[config.mk]
export PLATFORM = sky130hd
export DESIGN_NAME = sd_clock_gen
export DESIGN_NICKNAME = d
export VERILOG_FILES = /design/src/rtl/sd_clk_pkg.sv /design/src/rtl/sd_clk_burst_counter.sv /design/src/rtl/sd_clock_gen.sv
export SDC_FILE = /design/constraint.sdc
export NUM_CORES = 1
export LEC_CHECK = 0
export BUFFER_PORTS_ARGS = -buffer_cell sky130_fd_sc_hd__buf_2
export CAP_MARGIN = 5
export CORE_MARGIN = 2
export CORE_UTILIZATION = 35
export CTS_CLUSTER_SIZE = 8
export DETAILED_ROUTE_END_ITERATION = 8
export PLACE_DENSITY = 0.5
export SLEW_MARGIN = 20
export SYNTH_ARGS = -nofsm -noshare
export SYNTH_HDL_FRONTEND = slang
export SYNTH_SLANG_ARGS = --single-unit
[constraint.sdc]
create_clock -name clk -period 5.45 [get_ports clk]
set_input_delay 0.8175 -clock clk [delete_from_list [all_inputs] [get_ports clk]]
set_output_delay 0.8175 -clock clk [all_outputs]
set_load 0.03 [all_outputs]
[src/rtl/sd_clk_pkg.sv]
// Shared encodings and default constants for the SD bus clock generator.
package sd_clk_pkg;

  typedef enum logic [1:0] {
    SD_DIV_LOW    = 2'd0,
    SD_DIV_HIGH   = 2'd1,
    SD_DIV_CUSTOM = 2'd2
  } sd_div_sel_e;

  localparam int unsigned SD_DEF_DIV_WIDTH        = 8;
  localparam int unsigned SD_DEF_LOWFREQ_DIVIDER  = 124;
  localparam int unsigned SD_DEF_HIGHFREQ_DIVIDER = 1;
  localparam int unsigned SD_DEF_BURST_CYCLES     = 80;
  localparam int unsigned SD_INIT_MIN_CYCLES      = 74;

endpackage

[src/rtl/sd_clk_burst_counter.sv]
// Init-burst edge counter: counts SD clock rises down from BURST_CYCLES and
// releases the burst on the fall that follows the last rise.
module sd_clk_burst_counter
  import sd_clk_pkg::*;
#(
  parameter int unsigned BURST_CYCLES = SD_DEF_BURST_CYCLES  // keep >= SD_INIT_MIN_CYCLES
) (
  input  logic clk,
  input  logic reset_n,
  input  logic i_load,
  input  logic i_dec,
  input  logic i_fall,
  output logic o_busy,
  output logic o_done
);

  localparam int unsigned CW = $clog2(BURST_CYCLES + 1);

  logic [CW-1:0] r_count;
  logic          r_busy;
  logic          r_done;

  always_ff @(posedge clk or negedge reset_n) begin
    if (!reset_n) begin
      r_count <= '0;
      r_busy  <= 1'b0;
      r_done  <= 1'b0;
    end else begin
      r_done <= 1'b0;
      if (i_load && !r_busy) begin
        r_busy  <= 1'b1;
        r_count <= CW'(BURST_CYCLES);
      end else if (r_busy) begin
        if (i_dec && (r_count != '0)) begin
          r_count <= r_count - CW'(1);
        end
        // Rises and falls never coincide, so a zero count here means the
        // last rise has already been taken.
        if (i_fall && (r_count == '0)) begin
          r_busy <= 1'b0;
          r_done <= 1'b1;
        end
      end
    end
  end

  assign o_busy = r_busy;
  assign o_done = r_done;

endmodule

[src/rtl/sd_clock_gen.sv]
// SD bus clock generator: divided sdio_clk with glitch-free divider switching,
// stop/resume on low level only, rise/fall strobes and an init burst.
module sd_clock_gen
  import sd_clk_pkg::*;
#(
  parameter int unsigned DIV_WIDTH        = SD_DEF_DIV_WIDTH,
  parameter int unsigned LOWFREQ_DIVIDER  = SD_DEF_LOWFREQ_DIVIDER,
  parameter int unsigned HIGHFREQ_DIVIDER = SD_DEF_HIGHFREQ_DIVIDER,
  parameter int unsigned BURST_CYCLES     = SD_DEF_BURST_CYCLES
) (
  input  logic                 clk,
  input  logic                 reset_n,
  input  logic [1:0]           div_select,
  input  logic [DIV_WIDTH-1:0] custom_div,
  input  logic                 clk_enable,
  input  logic                 burst_start,
  output logic                 sdio_clk,
  output logic                 rise_stb,
  output logic                 fall_stb,
  output logic                 clk_stopped,
  output logic                 burst_busy,
  output logic                 burst_done
);

  logic [DIV_WIDTH-1:0] r_cnt;
  logic [DIV_WIDTH-1:0] r_div_active;
  logic                 r_sdio_clk;
  logic                 r_rise_stb;
  logic                 r_fall_stb;
  logic                 r_stopped;

  logic [DIV_WIDTH-1:0] w_div_sel;
  logic                 w_run;
  logic                 w_half_done;
  logic                 w_stop;
  logic                 w_rise_evt;
  logic                 w_fall_evt;
  logic                 w_burst_busy;
  logic                 w_burst_done;

  always_comb begin
    w_div_sel = DIV_WIDTH'(LOWFREQ_DIVIDER);
    case (div_select)
      SD_DIV_HIGH:   w_div_sel = DIV_WIDTH'(HIGHFREQ_DIVIDER);
      SD_DIV_CUSTOM: w_div_sel = custom_div;
      default:       w_div_sel = DIV_WIDTH'(LOWFREQ_DIVIDER);
    endcase
  end

  // burst_start counts as a run request so a burst launched as clk_enable
  // falls keeps the clock going.
  assign w_run       = clk_enable | w_burst_busy | burst_start;
  assign w_half_done = (r_cnt == r_div_active);
  assign w_stop      = !r_stopped && !r_sdio_clk && !w_run;
  assign w_rise_evt  = !r_stopped && !r_sdio_clk && w_run && w_half_done;
  assign w_fall_evt  = !r_stopped && r_sdio_clk && w_half_done;

  always_ff @(posedge clk or negedge reset_n) begin
    if (!reset_n) begin
      r_cnt        <= '0;
      r_div_active <= DIV_WIDTH'(LOWFREQ_DIVIDER);
      r_sdio_clk   <= 1'b0;
      r_rise_stb   <= 1'b0;
      r_fall_stb   <= 1'b0;
      r_stopped    <= 1'b1;
    end else begin
      r_rise_stb <= w_rise_evt;
      r_fall_stb <= w_fall_evt;
      if (r_stopped) begin
        r_div_active <= w_div_sel;
        r_cnt        <= '0;
        if (w_run) begin
          r_stopped <= 1'b0;
        end
      end else if (w_stop) begin
        // Only reachable in the low phase: a high phase always runs out.
        r_stopped <= 1'b1;
        r_cnt     <= '0;
      end else if (w_half_done) begin
        r_sdio_clk <= ~r_sdio_clk;
        r_cnt      <= '0;
        if (r_sdio_clk) begin
          r_div_active <= w_div_sel;
        end
      end else begin
        r_cnt <= r_cnt + DIV_WIDTH'(1);
      end
    end
  end

  sd_clk_burst_counter #(
    .BURST_CYCLES (BURST_CYCLES)
  ) u_burst_counter (
    .clk     (clk),
    .reset_n (reset_n),
    .i_load  (burst_start),
    .i_dec   (w_rise_evt),
    .i_fall  (w_fall_evt),
    .o_busy  (w_burst_busy),
    .o_done  (w_burst_done)
  );

  assign sdio_clk    = r_sdio_clk;
  assign rise_stb    = r_rise_stb;
  assign fall_stb    = r_fall_stb;
  assign clk_stopped = r_stopped;
  assign burst_busy  = w_burst_busy;
  assign burst_done  = w_burst_done;

endmodule

After elaboration in Yosys (flattened, before gate mapping):

Index checks and enable logic that the tools add are counted.

* add/subtract/negate cells: 2
* multipliers: 0
* div/mod/pow operators: 0
* order comparisons: 0
* eq/ne operators: 4
* shift operators: 0
* multiplexer cells: 20
* bitwise gates (word level): 5
* reductions and logical operators: 22

Operator list (number)
* two-way mux 8 bit: 7
* two-way mux 7 bit: 3
* one-hot mux 8 bit (2 select lines): 1
* logical AND 1 bit: 9
* two-way mux 1 bit: 9
* adder 8 x 1 -> 8 bit, second input constant: 1
* equality test 8 bit: 1
* nonzero test 2 bit: 4
* logical NOT 7 bit: 1
* nonzero test 7 bit: 1
* subtractor 7 x 1 -> 7 bit, second input constant: 1
* AND reduction 3 bit: 2
* logical NOT 1 bit: 4
* inverter 1 bit: 3
* equality test 2 x 1 -> 1 bit, second input constant: 1
* equality test 2 bit, second input constant: 1
* != test 2 bit, second input constant: 1
* OR 1 bit: 2
* AND reduction 2 bit: 1

* bits in registers: 29
* latch bits: 0
* bits in writable memories: 0
* memory bits (read-only): 0
* input bits: 14
* output and inout bits: 6
* word-level logic and storage cells: 62
* memories: 0

Logic depth before layout (Yosys ltp):

* depth in word-level cells: 8
* mapped depth: 6
* mapped depth without buffers: 6

Hierarchy:

Synthesis repeated with hierarchy kept, for this count alone.

* cells, all modules: 146
* area total of the unflattened synthesis: 1512.7 µm²

By module, submodules not included
* sd_clock_gen: times used 1, cells an instance 95, area an instance 1024.7 µm², seq. area each 508.0 µm²
* sd_clk_burst_counter: times used 1, cells an instance 51, area an instance 488.0 µm², seq. area each 225.2 µm²

Worst setup path after synthesis:

Ideal clock, no wire load.

* path kind: input to register
* from: in div_select[0]
* to: reg r_div_active[2]
* setup time: 0.082 ns
* data arrival time: 1.741 ns
* data required time: 5.368 ns
* setup slack: 3.627 ns
* stages: 6
* buffers on the path: 1
* cells stage by stage: inv_1 > ha_1 > clkbuf_1 > nor2b_1 > a21oi_1 > mux2_2

* cells in the longest elaborated chain, start to end: 6
* elaborated cells between the ends (all ways): 7
* those cells by class: eq/ne: 2; mux: 5

RTL lines
* start: declaration: RTL line sd_clock_gen.sv:13 `input logic [1:0] div_select,`
* equality test 2 bit / equality test 2 x 1 -> 1 bit (equally long branches): RTL line sd_clock_gen.sv:43 `case (div_select)`
* one-hot mux 8 bit (2 select lines) *: RTL line sd_clock_gen.sv:43
* two-way mux 8 bit: RTL line sd_clock_gen.sv:82 `if (r_sdio_clk) begin`
* two-way mux 8 bit: RTL line sd_clock_gen.sv:79 `end else if (w_half_done) begin`
* two-way mux 8 bit: RTL line sd_clock_gen.sv:75 `end else if (w_stop) begin`
* two-way mux 8 bit *: RTL line sd_clock_gen.sv:69 `if (r_stopped) begin`
* end signal: assignment: RTL line sd_clock_gen.sv:61 `r_div_active <= DIV_WIDTH'(LOWFREQ_DIVIDER);`
* end signal: assignment: RTL line sd_clock_gen.sv:70 `r_div_active <= w_div_sel;`
* end signal: assignment: RTL line sd_clock_gen.sv:83 `r_div_active <= w_div_sel;`
* end: declaration: RTL line sd_clock_gen.sv:26 `logic [DIV_WIDTH-1:0] r_div_active;`

Mark *: on every way between the ends. The rest lies on a longest branch, timed or not. The select of a mux whose other input is x is not followed.
A chain may end at the register's enable or synchronous reset.

Worst setup path after layout:

* from: reg r_cnt[0]
* to: reg r_div_active[0]

* cells in the longest elaborated chain, start to end: 3

RTL lines
* start: declaration: RTL line sd_clock_gen.sv:25 `logic [DIV_WIDTH-1:0] r_cnt;`
* start signal: assignment: RTL line sd_clock_gen.sv:86 `r_cnt <= r_cnt + DIV_WIDTH'(1);`
* equality test 8 bit: RTL line sd_clock_gen.sv:53 `assign w_half_done = (r_cnt == r_div_active);`
* nonzero test 2 bit (no line)
* AND reduction 3 bit (no line)

Every way passes these cells.

==> results.sh <==
export IMPL_status="complete, no violations"
export IMPL_row_count=24
export IMPL_yosys_warnings=0
export IMPL_synth_seq_cells=29
export IMPL_fin_nets=193
export IMPL_portBuffers=19
export IMPL_cts_tree="done"
export IMPL_synth_top_cell_area_share_pct=37.2
export IMPL_syn_inst=150
export IMPL_grt_use_total_pct=13.4
export IMPL_finalSetupTns_ps=0
export IMPL_slew_viol_final=0
export IMPL_drc_errors=0
export IMPL_hold_buffers=0
export IMPL_drive_gt1_share_pct=23.4
export IMPL_antenna_found_initial=0
export IMPL_rsz0062_at_grt="false"
export IMPL_cts_resized=0
export IMPL_synth_common_cells="dfrtp_1, nor2_1, inv_1, xnor2_1, mux2i_1"
export IMPL_hold_path_class="register to register"
export IMPL_fmax_mhz=508
export IMPL_cp_required_ps=5610
export IMPL_postCtsSetupRepairBufs=0
export IMPL_worstHoldStart="u_burst_counter.r_count[0]"
export IMPL_syn_num_nets=169
export IMPL_worstPathArrival_ps=2130
export IMPL_crit_start="r_cnt[0]"
export IMPL_die_width_um=70.4
export IMPL_synth_area_leaders="dfrtp_1, dfstp_2, mux2i_1"
export IMPL_syn2layout_area_growth_pct=15.6
export IMPL_use_met3_pct=5.63
export IMPL_grtUsageMet1_pct=16.1
export IMPL_postSynth_asyncResetShare_pct=100
export IMPL_drtIter0Drc=54
export IMPL_clockBufferDepth=2
export IMPL_met2_usage_pct=21.1
export IMPL_yosysUniqueCellTypes=35
export IMPL_io_pin_count=20
export IMPL_finalClockSkew_ps=7.76
export IMPL_worstSkewPairLatency_ps=280
export IMPL_placed_cells=219
export IMPL_ys_seq_area_share_pct=47.4
export IMPL_vias=1119
export IMPL_netlist_area_um2=1550
export IMPL_critPathKind="register to register"
export IMPL_worst_slack_ps=3480
export IMPL_clock_sinks=29
export IMPL_htreeDepth=2
export IMPL_power_density_nw_per_um2=393
export IMPL_grt_pass1_vias=1097
export IMPL_p_leak_nw=0.807
export IMPL_viasPerCell=4.93
export IMPL_place_gp_congestion=0.728
export IMPL_grt_pass1_wl_um=5070
export IMPL_grt_start_max_net_pins=30
export IMPL_layout_cells_non_filler=227
export IMPL_min_period_over_period_pct=36.1
export IMPL_die_area_um2=4960
export IMPL_hold_viol=0
export IMPL_die_h_um=70.4
export IMPL_start_util_pct=36.0
export IMPL_drt_pass1_iter_count=4
export IMPL_max_cap_viol_count=0
export IMPL_yosys_cell_count_top_type="dfrtp_1"
export IMPL_clk_pin_slew_worst_paths_ps=60
export IMPL_drtAntennaViolNets=0
export IMPL_busiest_layer="met2"
export IMPL_worst_setup_path_start_kind="register"
export IMPL_worst_slew_pin_transition_ps=651
export IMPL_wl_per_cell_um=13.2
export IMPL_clock_root_buffer="clkbuf_8"
export IMPL_antenna_cells=0
export IMPL_period_needed_ps=1970
export IMPL_ys_flop_type="dfrtp_1"
export IMPL_dpl_worst_slack_ps=3420
export IMPL_core_area_um2=4290
export IMPL_slew_headroom_pct=56.6
export IMPL_totalWireLength_um=2990
export IMPL_hpwl_um=2220
export IMPL_overflow=0
export IMPL_synth_edff_count=0
export IMPL_worstReg2RegStart="r_cnt[0]"
export IMPL_syn_area_per_cell_um2=10.3
export IMPL_synth_top_area_cell="dfrtp_1"
export IMPL_cp_max_fo=10
export IMPL_end_kind="register"
export IMPL_ir_drop_uv=160
export IMPL_setup_viol=0
export IMPL_numCtsBuffers=5
cell type report:
cell class | count | area [um2]
fill | 430 | 2510
tap | 52 | 65.1
clock buffer | 8 | 90.1
timing repair buffer | 19 | 95.1
inverter | 13 | 48.8
sequential | 29 | 733
multi-input combinational | 106 | 754
layout by cell type, fill, tap and decap left out:
master     instances
or3_1              2
dfrtp_1           23
a2111oi_2          1
a41oi_1            1
nor4b_1            1
inv_1             13
nor3_1             3
and3_1             3
a21boi_0           1
clkbuf_8           6
o31ai_1            1
or2_2              1
nand2b_1           5
xor2_1             5
mux2i_1            8
o31a_1             1
or4_1              2
and4_1             1
and2_1             3
nand4_1            1
nor4_1             3
nor2b_1            4
nand3_1            5
xnor2_1            9
a21oi_1            7
nor2_1            14
a31o_1             1
buf_2             19
ha_1               5
mux2_2             7
o21ai_1            2
nand2_1            7
clkbuf_1           2
nand4_2            1
dfstp_2            6
o211ai_1           1
cell families after synthesis:
family	Yosys count	share of synthesized area, %
AO/OA/AOI/OAI	16	7.04
XOR/XNOR	14	7.94
adder cells (fa/ha/maj)	5	4.05
buffers and inverters	15	3.72
flip-flops	29	47.4
multiplexers	15	10.3
AND/OR/NAND/NOR	56	19.5
critical path, cell delays in order, from the launching register on:
cell,delay [ps]
dfrtp_1,460
xnor2_1,180
nand4_1,370
o31a_1,520
mux2_2,320
per-stage QoR:
step	hold WS (ps)	total power [mW]	cell area (um2)	utilization, %
4_1_cts	517	0.714	1790	41.6
5_1_grt	532	0.765	1790	41.6
2_1_floorplan	459	0.472	1550	-
3_5_place_dp	503	0.530	1700	39.5
6_report	515	0.702	1790	41.6
3_3_place_gp	499	0.518	1700	39.5
per-layer routing:
metal,vias to the layer above,share of wire (%)
met5,-,0
li1,558,-
met1,544,45
met4,0,0.94
met3,4,4.0
met2,13,50
flip-flops by register name, indices dropped and copies added, names as in the netlist:
name / count
u_burst_counter.r_count: 7
u_burst_counter.o_done: 1
fall_stb: 1
sdio_clk: 1
rise_stb: 1
r_cnt: 8
r_div_active: 8
clk_stopped: 1
u_burst_counter.o_busy: 1
final timing paths:
path	to	slack (ps)	cells past startpoint
worst min-delay path	u_burst_counter.r_count[0]	510	1
min in group asynchronous	r_cnt[2]	560	1
worst min register to register	u_burst_counter.r_count[0]	510	1
worst max register to register	r_div_active[0]	3480	4
max in group asynchronous	u_burst_counter.r_count[1]	4460	1
worst max-delay path	r_div_active[0]	3480	4
report_power, final:
part	internal, mW	total [mW]	switching, mW
clock network	0.103	0.178	0.0750
logic	0.0935	0.194	0.100
registers	0.268	0.331	0.0623
total	0.465	0.702	0.238
(Power assumes the default switching activity.)
